[src/rtl/staff_tile_renderer.sv]
// Ledger-line tile renderer: 32x8 map of 2-bit glyph codes, scan position -> glyph-ROM address,
// registered pixel_on three cycles after DrawX/DrawY are sampled. Includes a 256-cycle map clear sweep.
module staff_tile_renderer #(
    parameter int X0 = 64,
    parameter int Y0 = 160
) (
    input  logic       Clk,
    input  logic       Reset,
    input  logic [9:0] DrawX,
    input  logic [9:0] DrawY,
    input  logic       wr_en,
    input  logic [4:0] wr_col,
    input  logic [2:0] wr_row,
    input  logic [1:0] wr_code,
    input  logic       clear_req,
    output logic       wr_ack,
    output logic       busy,
    output logic [4:0] rom_addr,
    input  logic [7:0] rom_data,
    output logic       pixel_on
);

    localparam logic [10:0] C_XLO = 11'(X0);
    localparam logic [10:0] C_XHI = 11'(X0 + 256);
    localparam logic [10:0] C_YLO = 11'(Y0);
    localparam logic [10:0] C_YHI = 11'(Y0 + 64);

    typedef enum logic {ST_IDLE = 1'b0, ST_SWEEP = 1'b1} state_t;

    state_t     r_state;
    state_t     w_next_state;
    logic [7:0] r_idx;
    logic [7:0] w_next_idx;
    logic       w_sweep_wr;
    logic       w_wr_accept;

    logic [1:0] r_map [0:255];

    logic [9:0] r_x;
    logic [9:0] r_y;
    logic [7:0] w_dx;
    logic [5:0] w_dy;
    logic       w_in_region;

    logic       r_s1_in;
    logic [7:0] r_s1_idx;
    logic [2:0] r_s1_grow;
    logic [2:0] r_s1_gcol;
    logic [1:0] r_s2_code;
    logic [2:0] r_s2_grow;
    logic [2:0] r_s2_gcol;

    // Clear FSM state register; Reset parks it in SWEEP at index 0 so the map is always blanked.
    always_ff @(posedge Clk) begin
        if (Reset) begin
            r_state <= ST_SWEEP;
            r_idx   <= 8'd0;
        end else begin
            r_state <= w_next_state;
            r_idx   <= w_next_idx;
        end
    end

    // Clear FSM next state: clear_req only matters in IDLE, so a sweep is never restarted.
    always_comb begin
        w_next_state = r_state;
        w_next_idx   = r_idx;
        case (r_state)
            ST_IDLE: begin
                if (clear_req) begin
                    w_next_state = ST_SWEEP;
                    w_next_idx   = 8'd0;
                end else begin
                    w_next_state = ST_IDLE;
                    w_next_idx   = r_idx;
                end
            end
            ST_SWEEP: begin
                w_next_idx = r_idx + 8'd1;
                if (r_idx == 8'd255) begin
                    w_next_state = ST_IDLE;
                end else begin
                    w_next_state = ST_SWEEP;
                end
            end
            default: begin
                w_next_state = ST_IDLE;
                w_next_idx   = 8'd0;
            end
        endcase
    end

    // Clear FSM outputs and write-port arbitration.
    always_comb begin
        busy        = (r_state == ST_SWEEP);
        w_sweep_wr  = busy && !Reset;
        w_wr_accept = wr_en && !busy && !clear_req && !Reset;
    end

    // Tile-map write port; the sweep and host writes are mutually exclusive via busy.
    always_ff @(posedge Clk) begin
        if (w_sweep_wr) begin
            r_map[r_idx] <= 2'd0;
        end else if (w_wr_accept) begin
            r_map[{wr_row, wr_col}] <= wr_code;
        end
    end

    // Write acknowledge pulse, one cycle after the accepting edge.
    always_ff @(posedge Clk) begin
        if (Reset) begin
            wr_ack <= 1'b0;
        end else begin
            wr_ack <= w_wr_accept;
        end
    end

    assign w_dx        = 8'(r_x - 10'(X0));
    assign w_dy        = 6'(r_y - 10'(Y0));
    assign w_in_region = ({1'b0, r_x} >= C_XLO) && ({1'b0, r_x} < C_XHI) &&
                         ({1'b0, r_y} >= C_YLO) && ({1'b0, r_y} < C_YHI);

    // Render pipeline: scan sample, S1 tile decode, S2 map read (old value on same-entry write), pixel out.
    always_ff @(posedge Clk) begin
        if (Reset) begin
            r_x       <= 10'd0;
            r_y       <= 10'd0;
            r_s1_in   <= 1'b0;
            r_s1_idx  <= 8'd0;
            r_s1_grow <= 3'd0;
            r_s1_gcol <= 3'd0;
            r_s2_code <= 2'd0;
            r_s2_grow <= 3'd0;
            r_s2_gcol <= 3'd0;
            pixel_on  <= 1'b0;
        end else begin
            r_x       <= DrawX;
            r_y       <= DrawY;
            r_s1_in   <= w_in_region;
            r_s1_idx  <= {w_dy[5:3], w_dx[7:3]};
            r_s1_grow <= w_dy[2:0];
            r_s1_gcol <= w_dx[2:0];
            r_s2_code <= r_s1_in ? r_map[r_s1_idx] : 2'd0;
            r_s2_grow <= r_s1_grow;
            r_s2_gcol <= r_s1_gcol;
            pixel_on  <= rom_data[3'd7 - r_s2_gcol];
        end
    end

    assign rom_addr = {r_s2_code, r_s2_grow};

endmodule

[config.mk]
export PLATFORM = sky130hd
export DESIGN_NAME = staff_tile_renderer
export DESIGN_NICKNAME = d
export VERILOG_FILES = /design/src/rtl/staff_tile_renderer.sv
export SDC_FILE = /design/constraint.sdc
export NUM_CORES = 1
export LEC_CHECK = 0
export CORE_MARGIN = 4
export CORE_UTILIZATION = 62
export DETAILED_ROUTE_END_ITERATION = 8
export PLACE_DENSITY = 0.8
export SLEW_MARGIN = 40
export SYNTH_ARGS = -nofsm -noshare
export SYNTH_HDL_FRONTEND = slang
export SYNTH_SLANG_ARGS = --single-unit
[constraint.sdc]
create_clock -name Clk -period 7.4 [get_ports Clk]
set_input_delay 1.48 -clock Clk [delete_from_list [all_inputs] [get_ports Clk]]
set_output_delay 1.48 -clock Clk [all_outputs]
set_load 0.1 [all_outputs]
### Yosys cells after proc, flatten, opt, wreduce, memory -nomap -nowiden

Memory sizes are Yosys's and may differ from the RTL's. A register that Yosys moved wholly into a read port is not among the register bits.
Index checks and enable logic that the tools add are counted.

| storage, ports and cells | value |
|---|---|
| register bits after elaboration | 52 |
| bits in writable memories | 512 |
| input port bits | 42 |
| output and inout bits | 8 |
| logic and storage cells | 53 |
| memories | 1 |

| operators by class | value |
|---|---|
| add/subtract/negate cells | 4 |
| magnitude comparators | 5 |
| equal/unequal tests | 2 |
| multiplexer cells | 15 |
| bitwise gates (word level) | 2 |
| reductions and logical operators | 12 |

Memories:

| memory | depth | width | rd ports | clocked after memory_dff | wr ports | RTL line | source |
|---|---|---|---|---|---|---|---|
| r_map | 256 | 2 | 1 | 1 | 1 | 37 | `logic [1:0] r_map [0:255];` |

Operator list:

| operator | number |
|---|---|
| 8-bit two-way mux | 2 |
| 8-bit case mux with 2 select lines | 1 |
| 10-bit by 7-bit greater-or-equal comparator with 1-bit output (second input constant) | 1 |
| 10-bit by 8-bit greater-or-equal comparator with 1-bit output (second input constant) | 1 |
| 10-bit by 8-bit < comparator with 1-bit output (second input constant) | 1 |
| 10-bit by 9-bit < comparator with 1-bit output (second input constant) | 1 |
| 1-bit two-way mux | 9 |
| 8-bit by 1-bit adder with 8-bit output (second input constant) | 1 |
| 8-bit equality test (second input constant) | 1 |
| 8-bit by 7-bit subtractor with 8-bit output (second input constant) | 1 |
| 1-bit logical AND | 7 |
| 6-bit subtractor (second input constant) | 1 |
| 3-bit by 4-bit < comparator with 1-bit output (second input constant) | 1 |
| 2-bit OR reduction | 2 |
| 1-bit binary-select mux with 3-bit select | 1 |
| 1-bit logical NOT | 3 |
| 3-bit subtractor (first input constant) | 1 |
| 2-bit two-way mux | 1 |
| 2-bit != test (second input constant) | 1 |
| 1-bit NOT | 2 |
| 1-bit case mux with 2 select lines | 1 |

### Longest topological paths before layout

Gate-level depths: netlist (run 1).

| depth | value |
|---|---|
| depth after elaboration | 9 |
| mapped depth | 12 |
| mapped depth without buffers | 8 |

### Least setup slack after synthesis (run 1)

No wires, ideal clock.

| timing path | value |
|---|---|
| kind | input port to flip-flop |
| start | input Reset |
| end | memory r_map[0][0] (data pin) |
| library setup time | 867 ps |
| data arrival time | 5539 ps |
| data required time | 6533 ps |
| setup slack | 994 ps |
| cell stages on the path | 6 |
| cell sequence | buf_2 -> nand3b_2 -> inv_2 -> buf_4 -> buf_4 -> and2_1 |

| on the way | value |
|---|---|
| cells in the longest elaborated chain, start to end | 7 |
| elaborated cells on any way between the ends | 8 |

Ends and longest elaborated chain:

| element | RTL line | source |
|---|---|---|
| start, declared | 8 | `input logic Reset,` |
| 1-bit logical NOT (*) | 96, 97 |  |
| 1-bit logical AND | 97 | `w_wr_accept = wr_en && !busy && !clear_req && !Reset;` |
| 1-bit two-way mux | 104 | `end else if (w_wr_accept) begin` |
| 1-bit two-way mux (*) | 102 | `if (w_sweep_wr) begin` |
| 1-bit two-way mux (not written as such) (*) | 105 | `r_map[{wr_row, wr_col}] <= wr_code;` |
| 2-bit OR reduction (no source line) (*) | n/a |  |
| 2-bit two-way mux (no source line) (*) | n/a |  |
| end, declared | 37 |  |

Every way passes the cells marked *; elsewhere a longest branch is shown, timed or not.

### Worst setup path after layout (run 1)

| timing path | value |
|---|---|
| start | input clear_req |
| end | memory r_map[237][1], enable pin |

| on the way | value |
|---|---|
| cells in the longest elaborated chain, start to end | 8 |
| elaborated cells on any way between the ends | 9 |

Ends and longest elaborated chain:

| element | RTL line | source |
|---|---|---|
| start, declared | 15 | `input logic clear_req,` |
| 1-bit logical NOT (*) | 97 |  |
| 1-bit logical AND (*) (2 in a row) | 97 |  |
| 1-bit two-way mux (*) | 104 |  |
| 1-bit two-way mux (*) | 102 |  |
| 1-bit two-way mux (not written as such) (*) | 105 |  |
| 2-bit OR reduction (no source line) | n/a |  |
| 8-bit two-way mux (no source line) or 1-bit two-way mux (tied branches) | n/a |  |

Marked as above.

==> summary.md, run 1 <==
The final count of negative-setup-slack endpoints is 0. The total routing usage reported by global routing is 25.8%, and the height of the die is 201 microns. The mean routed wirelength per cell works out to 26.7 microns.

Yosys instantiated no cell more often than sky130_fd_sc_hd__edfxtp_1. Post-CTS repair changed the size of 0 cells. The clock latency reported for the late side of the worst-skew pair came out at 570 ps.

The count of routing violations after the opening detailed-route iteration is 2139. The fraction of the cycle the final worst path needs was 59.7%; the net count of the mapped netlist was 1485. The slew at the pin closest to its max-slew limit is 974 ps, and the final design instance area without fill is 0.0255 sq mm.

Most frequently used flop master after synthesis: sky130_fd_sc_hd__edfxtp_1. Global routing consumed, on the met2 layer, 42.9% of the routing resources. Cells fill 69.3% of the core in the end. CTS built an H-tree with a depth of 2.

The placer's final routability congestion estimate is 0.901. The number of cell rows is 70, and the global-route wire length before repair is 80600 microns. The number of antenna violations at the first check in global routing came out at 0. The number of diodes added for antenna fixing was 0.

Sequential area share after synthesis: 71.0%. For this design the static power due to leakage is 7.57 nW. For this run the aggregate overflow at the end of global routing stands at 0.

IR analysis of the VDD net gives a maximum drop of 0.000216 V. The run gives 0 as the final number of hold-violating endpoints. The net count of the finished layout is 1513. The logs give 0 for the number of post-CTS setup repair buffers and 7640 ps for the critical path data required time. TritonCTS created 53 clock buffers. The synthesized design contains 566 register bits. Input and output buffers added on the ports amount to 49. Setup repair after global routing left no endpoint under its margin. In this run the count of I/O pins placed on the die edge is 50. The routed design has 52900 microns of wire. For met3 alone, demand over resource in global routing was 5.17%. Type of the worst setup path: input port to flop. Routing layer with the top usage in global route: met2. The flow ran to the end, and the final reports show no timing, DRC or antenna violations.

Number of hold buffers added after cts: 0. After floorplanning, the core was sized to cover 0.0368 sq mm. Counting every sink on the clock net gives 566. The netlist area before placement is 0.0232 sq mm.

The number of global-route vias before repair came out at 13600. The largest buffer count on any clock path was 3; the first-pass iteration count of the detailed router was 8. The finished layout holds 1980 standard cells, fillers aside. Sorting the synthesized cells by how often they occur yields sky130_fd_sc_hd__edfxtp_1, sky130_fd_sc_hd__nor2_1, sky130_fd_sc_hd__mux4_2.

In this run the remaining antenna-violating nets after routing total 0. The worst slew margin relative to its limit is 34.5%. The path type of the worst min-delay path is flop to flop. In the post-synthesis netlist, the biggest area contributors are sky130_fd_sc_hd__edfxtp_1, sky130_fd_sc_hd__mux4_2, sky130_fd_sc_hd__dfxtp_1. STA puts the critical path data arrival time at 4650 ps. For the fmax, the log shows 226 MHz. Minimum period implied by the final worst setup slack: 4420 ps. For this run, design rule violations remaining after detail routing come to 0.

STA classifies the critical path endpoint as a flop. The horizontal die dimension works out to 201 microns. After clock tree synthesis, the clock-pin slew on the worst setup and hold paths is 60 ps. Across the routed clock network, the largest skew measured is 11.2 ps. TritonCTS built the clock tree. Detailed routing inserted a total of 13300 vias.

For the final-report max-slew violation count, the log shows 0. The number of different library cells used by synthesis comes to 55. During synthesis, Yosys emitted a total of 0 warnings. The power density over cell area is 247 mW/mm^2, and the maximum fanout along the worst path is 31.

Detailed placement finished with a half-perimeter wire length of 30800 microns. The average cell area after synthesis is 16.1 sq um, and the final-layout setup total negative slack is 0 ps. Of the post-synthesis cell area, the dominant cell type holds 66.3%. The worst slack on hold paths was 434 ps; the total cell area at the placement stage was 0.0238 sq mm. Clock tree root buffer cell: sky130_fd_sc_hd__clkbuf_16.

The number of flops mapped to enable cells by yosys was 512; the die area was 0.0405 sq mm. The run gives 63.0% as the initial core utilization. The tool flagged a number of max-cap violations equal to 0.

The run gives 177 as the pin count of the biggest net entering global routing. The register-to-register path setup slack came out at 3920 ps. The worst setup path is launched from an input port. Share of synthesized flip-flops with an asynchronous set or reset: 0%.

The post-synthesis cell type with the largest combined area is sky130_fd_sc_hd__edfxtp_1. Cells with a size suffix above 1 make up 14.9% of the layout. Global routing consumed, on the met1 layer, 35.3% of the routing resources. In this run, placement finished with an instance count of 1880. The average vias per placed instance came out at 6.73. Compared with the post-synthesis result, the final layout area differs by 9.97%. For the cell count after synthesis, the log shows 1440.
-- power breakdown --
| group | switching [mW] | internal [mW] |
|---|---|---|
| clock network | 1.12 | 1.45 |
| registers | 0.0148 | 3.45 |
| logic | 0.149 | 0.106 |
-- stage by stage --
step	power, mW	worst slack (ps)
3_5_place_dp	3.78	2470
2_1_floorplan	3.70	994
5_1_grt	6.47	2840
6_report	6.29	2980
3_3_place_gp	3.77	2590
4_1_cts	6.29	3040
-- state kept, by name, indices dropped and copies added (netlist names) --
name,cells
r_map,512
r_s1_idx,8
r_s1_grow,3
r_idx,8
wr_ack,1
r_x,10
r_y,10
r_s1_gcol,3
r_s2_code,2
pixel_on,1
r_s2_gcol,3
r_s1_in,1
busy,1
r_s2_grow,3
-- path summary, 6_finish.rpt --
path,start,end,depth (start not counted)
worst max-delay path,clear_req,r_map[237][1],8
worst min-delay path,r_s1_gcol[1],r_s2_gcol[1],1
worst max register to register,busy,r_map[237][1],7
worst min register to register,r_s1_gcol[1],r_s2_gcol[1],1
-- placed cells by master, fill, tap and decap left out, drive strengths merged, types with 10 or more instances in the layout --
| cell | instances |
|---|---|
| mux2i | 65 |
| edfxtp | 512 |
| nor2b | 38 |
| nand3b | 10 |
| o221ai | 24 |
| o21ai | 20 |
| mux4 | 108 |
| a21oi | 19 |
| nor2 | 285 |
| clkdlybuf4s50 | 40 |
| nand3 | 31 |
| nand2 | 59 |
| o22ai | 17 |
| clkbuf | 74 |
| clkinv | 21 |
| buf | 25 |
| dfxtp | 54 |
| inv | 12 |
-- layer usage --
metal	wire length, microns	vias to the layer above
met3	5770	169
li1	-	5593
met2	26400	925
met1	18900	6637
met4	1820	0
met5	0	-
-- critical path, cell delays in order --
cell,delay (ps)
sky130_fd_sc_hd__clkdlybuf4s50_1,470
sky130_fd_sc_hd__nor2_2,210
sky130_fd_sc_hd__nand3b_2,220
sky130_fd_sc_hd__inv_2,400
sky130_fd_sc_hd__nand3b_1,140
sky130_fd_sc_hd__o21ai_1,420
sky130_fd_sc_hd__nand3_1,810
sky130_fd_sc_hd__nor2_1,500
-- cell families (layout without fill, tap and decap cells) --
kind of cell,Yosys count,after routing,share of synthesized area [%]
XOR/XNOR,1,1,0.0378
AND/OR/NAND/NOR,467,467,8.81
AO/OA/AOI/OAI,127,127,3.97
buffers and inverters,103,175,2.73
multiplexers,173,173,13.3
flip-flops,566,566,71.0
adder cells (fa/ha/maj),3,3,0.162
-- layout make-up --
class                   count  area, sq um
clock buffers              74         1470
repair buffers             65          638
flip-flops and latches    566        16500
well taps                 468          586
multi-input cells         771         6130
fillers                  2314        11300
inverters                  11         41.3
clock inverters            25          166
No activity file was read; power rests on OpenSTA's default activity.
==> inputs of run 2 (changes only) <==
==> constraint.sdc (replaced) <==
create_clock -name Clk -period 4.5 [get_ports Clk]
set_input_delay 0.9 -clock Clk [delete_from_list [all_inputs] [get_ports Clk]]
set_output_delay 0.9 -clock Clk [all_outputs]
set_load 0.1 [all_outputs]
==> run 2 against run 1 <==
Net effect: power up 64%; first-iteration DRC count down 16%; largest power group unchanged; utilization up 0.85 points; largest cell class unchanged; combinational power up 67%.
==> summary.md, run 2 (same netlist as run 1, synthesis figures left out) <==
The clock skew is 22.5 ps. The height of the die is 201 microns. The element type at the critical path end is a flop. The net switching power of the design was 2.13 mW. The critical path goes through clkdlybuf4s50_1 -> nor2_2 -> nand3b_2 -> inv_2 -> nand3b_1 -> o31ai_1 -> and2_1 -> nand2_1 -> nor2_1. The worst path in the final design needs a cycle of 3260 ps, including I/O delays and setup. Final hold analysis gives a worst-case slack of 434 ps.

Slew at the pin closest to its max-slew limit: 947 ps. Summing all placed instances gives a cell area of 0.0242 sq mm. The final count of negative-setup-slack endpoints came out at 0. STA classifies the critical path startpoint as an input port. No sink is reached through more buffers than the 3 on the longest clock path.

The worst path meets setup with 1240 ps of slack. In the routed layout, each cell is associated on average with a via count of 6.63. Broken down by cell family, the worst path's largest delay share belongs to simple AND/OR/NAND/NOR gates. The logs give 70 for the number of cell rows and 82000 microns for the global-route wire length before repair. The final-layout setup total negative slack was 0 ps; the clock input transition at the sequential cells of the worst setup and hold paths was 60 ps.

The run gives 1802 as the count of routing violations after the opening detailed-route iteration. In the final layout, the registers with the most flip-flops are r_map (512), r_x (10), r_y (10). The detailed router placed 13400 vias in this run. The horizontal die dimension was 201 microns; the final design instance area without fill was 0.0258 sq mm.

TritonCTS built the clock tree. Relative to the synthesized area, the layout overhead comes to 11.3%. Routability-driven placement finished with a final weighted congestion of 0.877.

The floorplan step defined a core boundary enclosing 0.0368 sq mm. For the initial core utilization, the log shows 63.0%. Global routing finished with a remaining overflow of 0.

Cell internal power was estimated by the tool at 8.21 mW. r_map holds more flip-flops than any other register. The run finished with clean final reports. In the layout the commonest cells are sky130_fd_sc_hd__edfxtp_1, sky130_fd_sc_hd__nor2_1, sky130_fd_sc_hd__mux4_2. Measured against its own limit, the worst slew margin works out to 36.4%.

Along the worst path, the maximum fanout reaches 31. The power density over cell area is 400 mW/mm^2. For the fmax, the log shows 307 MHz.

In this run, the clock network consumes 40.7% of the power. After filler insertion, the fill cell instance count of the layout stands at 2285. The pin count of the biggest net entering global routing is 116.

For the worst-skew pair, the clock arrives at the later sink with an insertion delay of 580 ps. Clock tree synthesis selected as its root buffer the cell sky130_fd_sc_hd__clkbuf_16. The setup slack after placement came out at 733 ps.

The logs give 0 for the number of diodes added for antenna fixing and 0 for the final number of hold-violating endpoints. Number of buffer cells added on primary ports: 49. The path type of the worst min-delay path is flop to flop.

Power share of the sequential group: 55.2%. The maximum vdd ir drop is 0.000421 V. The fraction of the cycle the final worst path needs is 72.4%, and the HPWL after detailed placement is 33300 microns. After detailed routing, the number of remaining DRC violations is 0. Data arrival time of the worst path: 3510 ps. The first detailed-routing pass took 6 iterations. For the number of top-level pins, the log shows 50. The multi-input gate area in the final layout came out at 0.00610 sq mm. For the worst setup path, the data required time is 4750 ps. Counting both buffers and inverters, the worst setup path holds a total of 2.

The number of antenna violations at the first check in global routing is 0, and the power consumption is 10.3 mW. Max-cap violations in this run came to 0. CTS saw 566 sinks. The remaining number of nets flagged by the antenna check after routing was 0; the largest incremental delay on the critical path was 460 ps. Setup repair after global routing left no endpoint under its margin. The final layout contains routed wiring with a total length of 53800 microns. The run gives 26.5% as the total routing usage reported by global routing. The most frequent standard cell in the layout excluding fill and tap cells was sky130_fd_sc_hd__edfxtp_1. The run gives 0 as the number of post-CTS setup repair buffers.

The final-report max-slew violation count is 0, and the combined flip-flop and latch cell area is 0.0165 sq mm. Of the cells placed in the final design, the portion with a size suffix greater than 1 is 17.2%. The slowest stage of the critical path belongs to the cell sky130_fd_sc_hd__clkdlybuf4s50_1. The number of gates resized after CTS was 0.

The run gives 7.77 nW as the standby leakage power. Type of the worst setup path: input port to flop. In the final routed layout, each cell accounts on average for 26.6 microns.

The net count reported at finish was 1559; the proportion of total power due to net switching was 20.6%. Of the total power, combinational logic draws 4.1%. Hold repair after CTS inserted 0 buffers.

Clock tree synthesis inserted a total of 54 buffers. The die covers 0.0405 sq mm. For the number of global-route vias before repair, the log shows 13500.

The H-tree was split into 2 levels. The flip-flop count of the largest register, all copies and words added came out at 512.
run 2: through the flow:
step | instances | util, %
2_1_floorplan | 1440 | -
3_3_place_gp | 1926 | 65.8
3_5_place_dp | 1926 | 65.7
4_1_cts | 2024 | 70.1
5_1_grt | 2024 | 70.1
6_report | 2024 | 70.1
run 2: layout make-up:
cell class	instances	share of cell area (%)
Clock inverter	27	0.727
Multi-Input combinational cell	771	23.6
Sequential cell	566	63.8
Timing Repair Buffer	110	3.84
Tap cell	468	2.27
Inverter	11	0.160
Clock buffer	71	5.57
run 2: metal layers:
metal	vias up	GRT usage [%]	wire (microns)
met3	138	5.09	5580
li1	5699	-	-
met1	6754	37.7	20000
met5	-	0	0
met2	826	42.5	26400
met4	0	8.30	1810
run 2: worst paths after layout:
kind,start,to,slack (ps),cells after the start
setup / recovery,clear_req,r_map[174][1],1240,9
hold / removal,r_y[5],r_s1_idx[7],430,1
hold reg to reg,r_y[5],r_s1_idx[7],430,1
setup reg to reg,r_s1_idx[0],r_s2_code[1],1250,7
run 2: power by group through the flow:
stage | clock network, mW | registers (mW) | logic [mW]
finish | 4.21 | 5.70 | 0.426
CTS | 4.23 | 5.70 | 0.422
floorplan | 0 | 5.80 | 0.279
global placement | 0 | 5.81 | 0.411
detailed placement | 0 | 5.81 | 0.418
global route | 4.48 | 5.70 | 0.449
run 2: worst reg2reg max path, stage by stage, from the launching register on:
cell,delay [ps]
sky130_fd_sc_hd__dfxtp_4,810
sky130_fd_sc_hd__buf_4,430
sky130_fd_sc_hd__mux4_2,570
sky130_fd_sc_hd__mux4_2,500
sky130_fd_sc_hd__nor3_1,220
sky130_fd_sc_hd__a31oi_1,80
sky130_fd_sc_hd__nor2_1,260
sky130_fd_sc_hd__o32ai_1,210
==> inputs of run 3 (changes only) <==
--- a/config.mk
+++ b/config.mk
@@ -6,9 +6,9 @@
 export NUM_CORES = 1
 export LEC_CHECK = 0
 export CORE_MARGIN = 4
-export CORE_UTILIZATION = 62
+export CORE_UTILIZATION = 56
 export DETAILED_ROUTE_END_ITERATION = 8
-export PLACE_DENSITY = 0.8
+export PLACE_DENSITY = 0.76
 export SLEW_MARGIN = 40
 export SYNTH_ARGS = -nofsm -noshare
 export SYNTH_HDL_FRONTEND = slang
==> constraint.sdc (replaced) <==
create_clock -name Clk -period 2.7 [get_ports Clk]
set_input_delay 0.54 -clock Clk [delete_from_list [all_inputs] [get_ports Clk]]
set_output_delay 0.54 -clock Clk [all_outputs]
set_load 0.1 [all_outputs]
==> run 3 against run 2 <==
Net effect: non-clock buffer count increased by 66; hold slack worse by 200 ps; count of clock-buffer cells in the layout is 3 lower; final area up 4.7%; sequential power up 66%.
==> summary.md, run 3 (same netlist as run 1, synthesis figures left out) <==
The run gives 566 as the number of sinks driven by the clock tree. In this run, post-CTS hold repair placed 0 buffers. The top cell types in the final layout, fill and taps aside, are sky130_fd_sc_hd__edfxtp_1, sky130_fd_sc_hd__nor2_1, sky130_fd_sc_hd__mux4_2. The register bank with the most flops is r_map. Of the total power, the clock network draws 42.7%.

For this configuration, the core starts out at a cell density of 56.8%. For the total internal power, the log shows 14.3 mW. The tool flagged a number of max-cap violations equal to 0. For the placer's final routability congestion estimate, the log shows 0.842. The register with the most flip-flops in the layout has 512 of them.

Average vias per placed instance: 6.36. The final-report max-slew violation count was 0; the worst slew margin relative to its limit was 59.6%. The routed design has 55000 microns of wire. In the final layout, the registers with the most flip-flops are r_map (512), r_x (10), r_y (10). Before antenna repair, the detailed router went through 5 iterations. The analysis attributes to net switching a power of 3.60 mW. The clock tree root buffer cell was sky130_fd_sc_hd__clkbuf_16. Timing would allow up to 371 MHz.

The minimum period implied by the final worst setup slack was 2690 ps; the pin count of the biggest net entering global routing was 73. The run gives 3180 ps as the data arrival time of the worst path. Horizontal die dimension: 211 microns. The tools report the count of routing violations after the opening detailed-route iteration as 1627. The tools report the number of global-route vias before repair as 14000. The power density over cell area is 664 mW/mm^2, and the core region area is 0.0408 sq mm. Of the total power, combinational logic draws 4.5%. The detailed router put a total of 20500 microns of wire on met1. TritonCTS built the clock tree.

The element type at the critical path end was a flop. The flow ran to the end, and the final reports show no timing, DRC or antenna violations. The post-route DRC violation count is 0, and the mean routed wirelength per cell is 25.6 microns.

Number of buffer cells added on primary ports: 49. The worst path uses 99.8% of the clock period. In this run, placement finished with an instance count of 2054. The run gives 0 as the final number of hold-violating endpoints.

After layout, the worst setup slack is 5.06 ps. Cells with a size suffix above 1 make up 21.1% of the layout. The area growth from synthesis to layout is 16.5%.

The multi-input gate area in the final layout came out at 0.00613 sq mm. The setup slack after placement is -286 ps. Summed over all nets, wire length on met2 after detailed routing comes to 26900 microns. For the worst-skew pair, the clock arrives at the later sink with an insertion delay of 590 ps. The count of nets left with antenna violations once routing finished came out at 0.

STA classifies the critical path startpoint as a flop. Summed over all cells, the static leakage comes to 8.79 nW. The number of cell rows is 74, and the CTS buffer count is 54. Final count of negative-setup-slack endpoints: 0. The number of antenna violations at the first check in global routing was 0. Top routing layer in use: met4.

VDD sags by at most 0.000596 V. The critical path data required time is 3180 ps. The setup path with the least slack is of type flop to flop. The most frequent standard cell in the layout excluding fill and tap cells is sky130_fd_sc_hd__edfxtp_1. No sink is reached through more buffers than the 3 on the longest clock path.

The run gives 52.8% as the power share of the sequential group. The height of the die was 211 microns; the number of top-level pins was 50. The maximum level of the CTS H-tree is 2.

For this run, the number of standard cells in the final layout without fillers is 2153. Across all layers, the routed design uses 13700 vias. The net count reported at finish was 1625; the combined flip-flop and latch cell area was 0.0165 sq mm. The global-route wire length before repair is 84100 microns. The path type of the worst min-delay path is input port to flop.

For the pin with the worst max-slew slack, the measured transition is 603 ps. The maximum fanout along the worst path is 10, and the clock skew is 13.8 ps. The total overflow left after global routing is 0.

Across every metal layer, demand over resource in global routing totals 24.9%. The proportion of total power due to net switching is 20.0%, and the HPWL after detailed placement is 35100 microns. The clock input transition at the sequential cells of the worst setup and hold paths was 60 ps. The die covers 0.0447 sq mm. The met3 wire length came out at 5910 microns. Counting the fill cells in the layout gives 2642. The repair_antennas step left the layout with diodes totalling 0.
-- run 3: cell count changes in the layout (fill, tap and decap cells not counted), moves of 2 or more --
cell	before	now
sky130_fd_sc_hd__buf_4	54	94
sky130_fd_sc_hd__buf_12	7	37
sky130_fd_sc_hd__buf_2	9	1
sky130_fd_sc_hd__clkbuf_1	16	9
sky130_fd_sc_hd__bufinv_16	2	7
sky130_fd_sc_hd__clkbuf_8	0	3
sky130_fd_sc_hd__buf_6	0	2
sky130_fd_sc_hd__clkbuf_16	55	57
sky130_fd_sc_hd__clkinv_2	11	9
-- run 3: final timing paths --
| kind | from | to | slack [ps] | cells after the start |
|---|---|---|---|---|
| max | r_s1_idx[0] | r_s2_code[0] | 5 | 11 |
| min | Reset | r_idx[3] | 230 | 2 |
| max reg2reg | r_s1_idx[0] | r_s2_code[0] | 5 | 11 |
| min reg2reg | r_y[5] | r_s1_idx[7] | 440 | 1 |
-- run 3: worst max-delay path: stages, from the launching register on --
cell                        delay [ps]
sky130_fd_sc_hd__dfxtp_4           500
sky130_fd_sc_hd__buf_12            190
sky130_fd_sc_hd__buf_12            120
sky130_fd_sc_hd__buf_6             170
sky130_fd_sc_hd__mux2i_1           280
sky130_fd_sc_hd__o221ai_1          210
sky130_fd_sc_hd__o22ai_1           240
sky130_fd_sc_hd__nor2_1            110
sky130_fd_sc_hd__o21a_1            200
sky130_fd_sc_hd__o2111ai_1         230
sky130_fd_sc_hd__o32ai_1           150
sky130_fd_sc_hd__buf_4             170
-- run 3: final cells by class --
| class | instances | area share (%) |
|---|---|---|
| clock buffers | 68 | 5.47 |
| clock inverters | 29 | 1.19 |
| flip-flops and latches | 566 | 61.0 |
| repair buffers | 176 | 7.09 |
| inverters | 11 | 0.153 |
| multi-input cells | 771 | 22.7 |
| well taps | 532 | 2.46 |
-- run 3: timing repair --
item                       in CTS  in global routing
gates resized for setup         1                  6
setup endpoints to repair       1                  2
buffers inserted                1                  1
gates cloned                    0                  1
-- run 3: per-stage QoR --
stage	power (mW)	util, %	area [sq um]	hold WS (ps)	TNS, ps
after detailed placement	10.4	61.6	25200	420	-56390
after CTS	18.0	66.0	27000	207	0
after global routing	18.4	66.2	27000	235	-3.82
final	17.9	66.2	27000	230	0
after global placement	10.4	61.6	25200	418	-22130
after floorplan	10.1	-	23200	412	0
-- run 3: layer usage --
layer  global-route usage (%)  up-vias
li1                         -     5834
met1                     34.9     6897
met2                     40.3      846
met3                     4.92      126
met4                     8.00        0
met5                        0        -
-- run 3: power by group through the flow --
stage	clock network (mW)	registers, mW	logic, mW
after floorplan	0	9.66	0.465
after global placement	0	9.66	0.775
after detailed placement	0	9.66	0.784
after CTS	7.74	9.47	0.793
after global routing	8.12	9.47	0.845
final	7.65	9.48	0.803
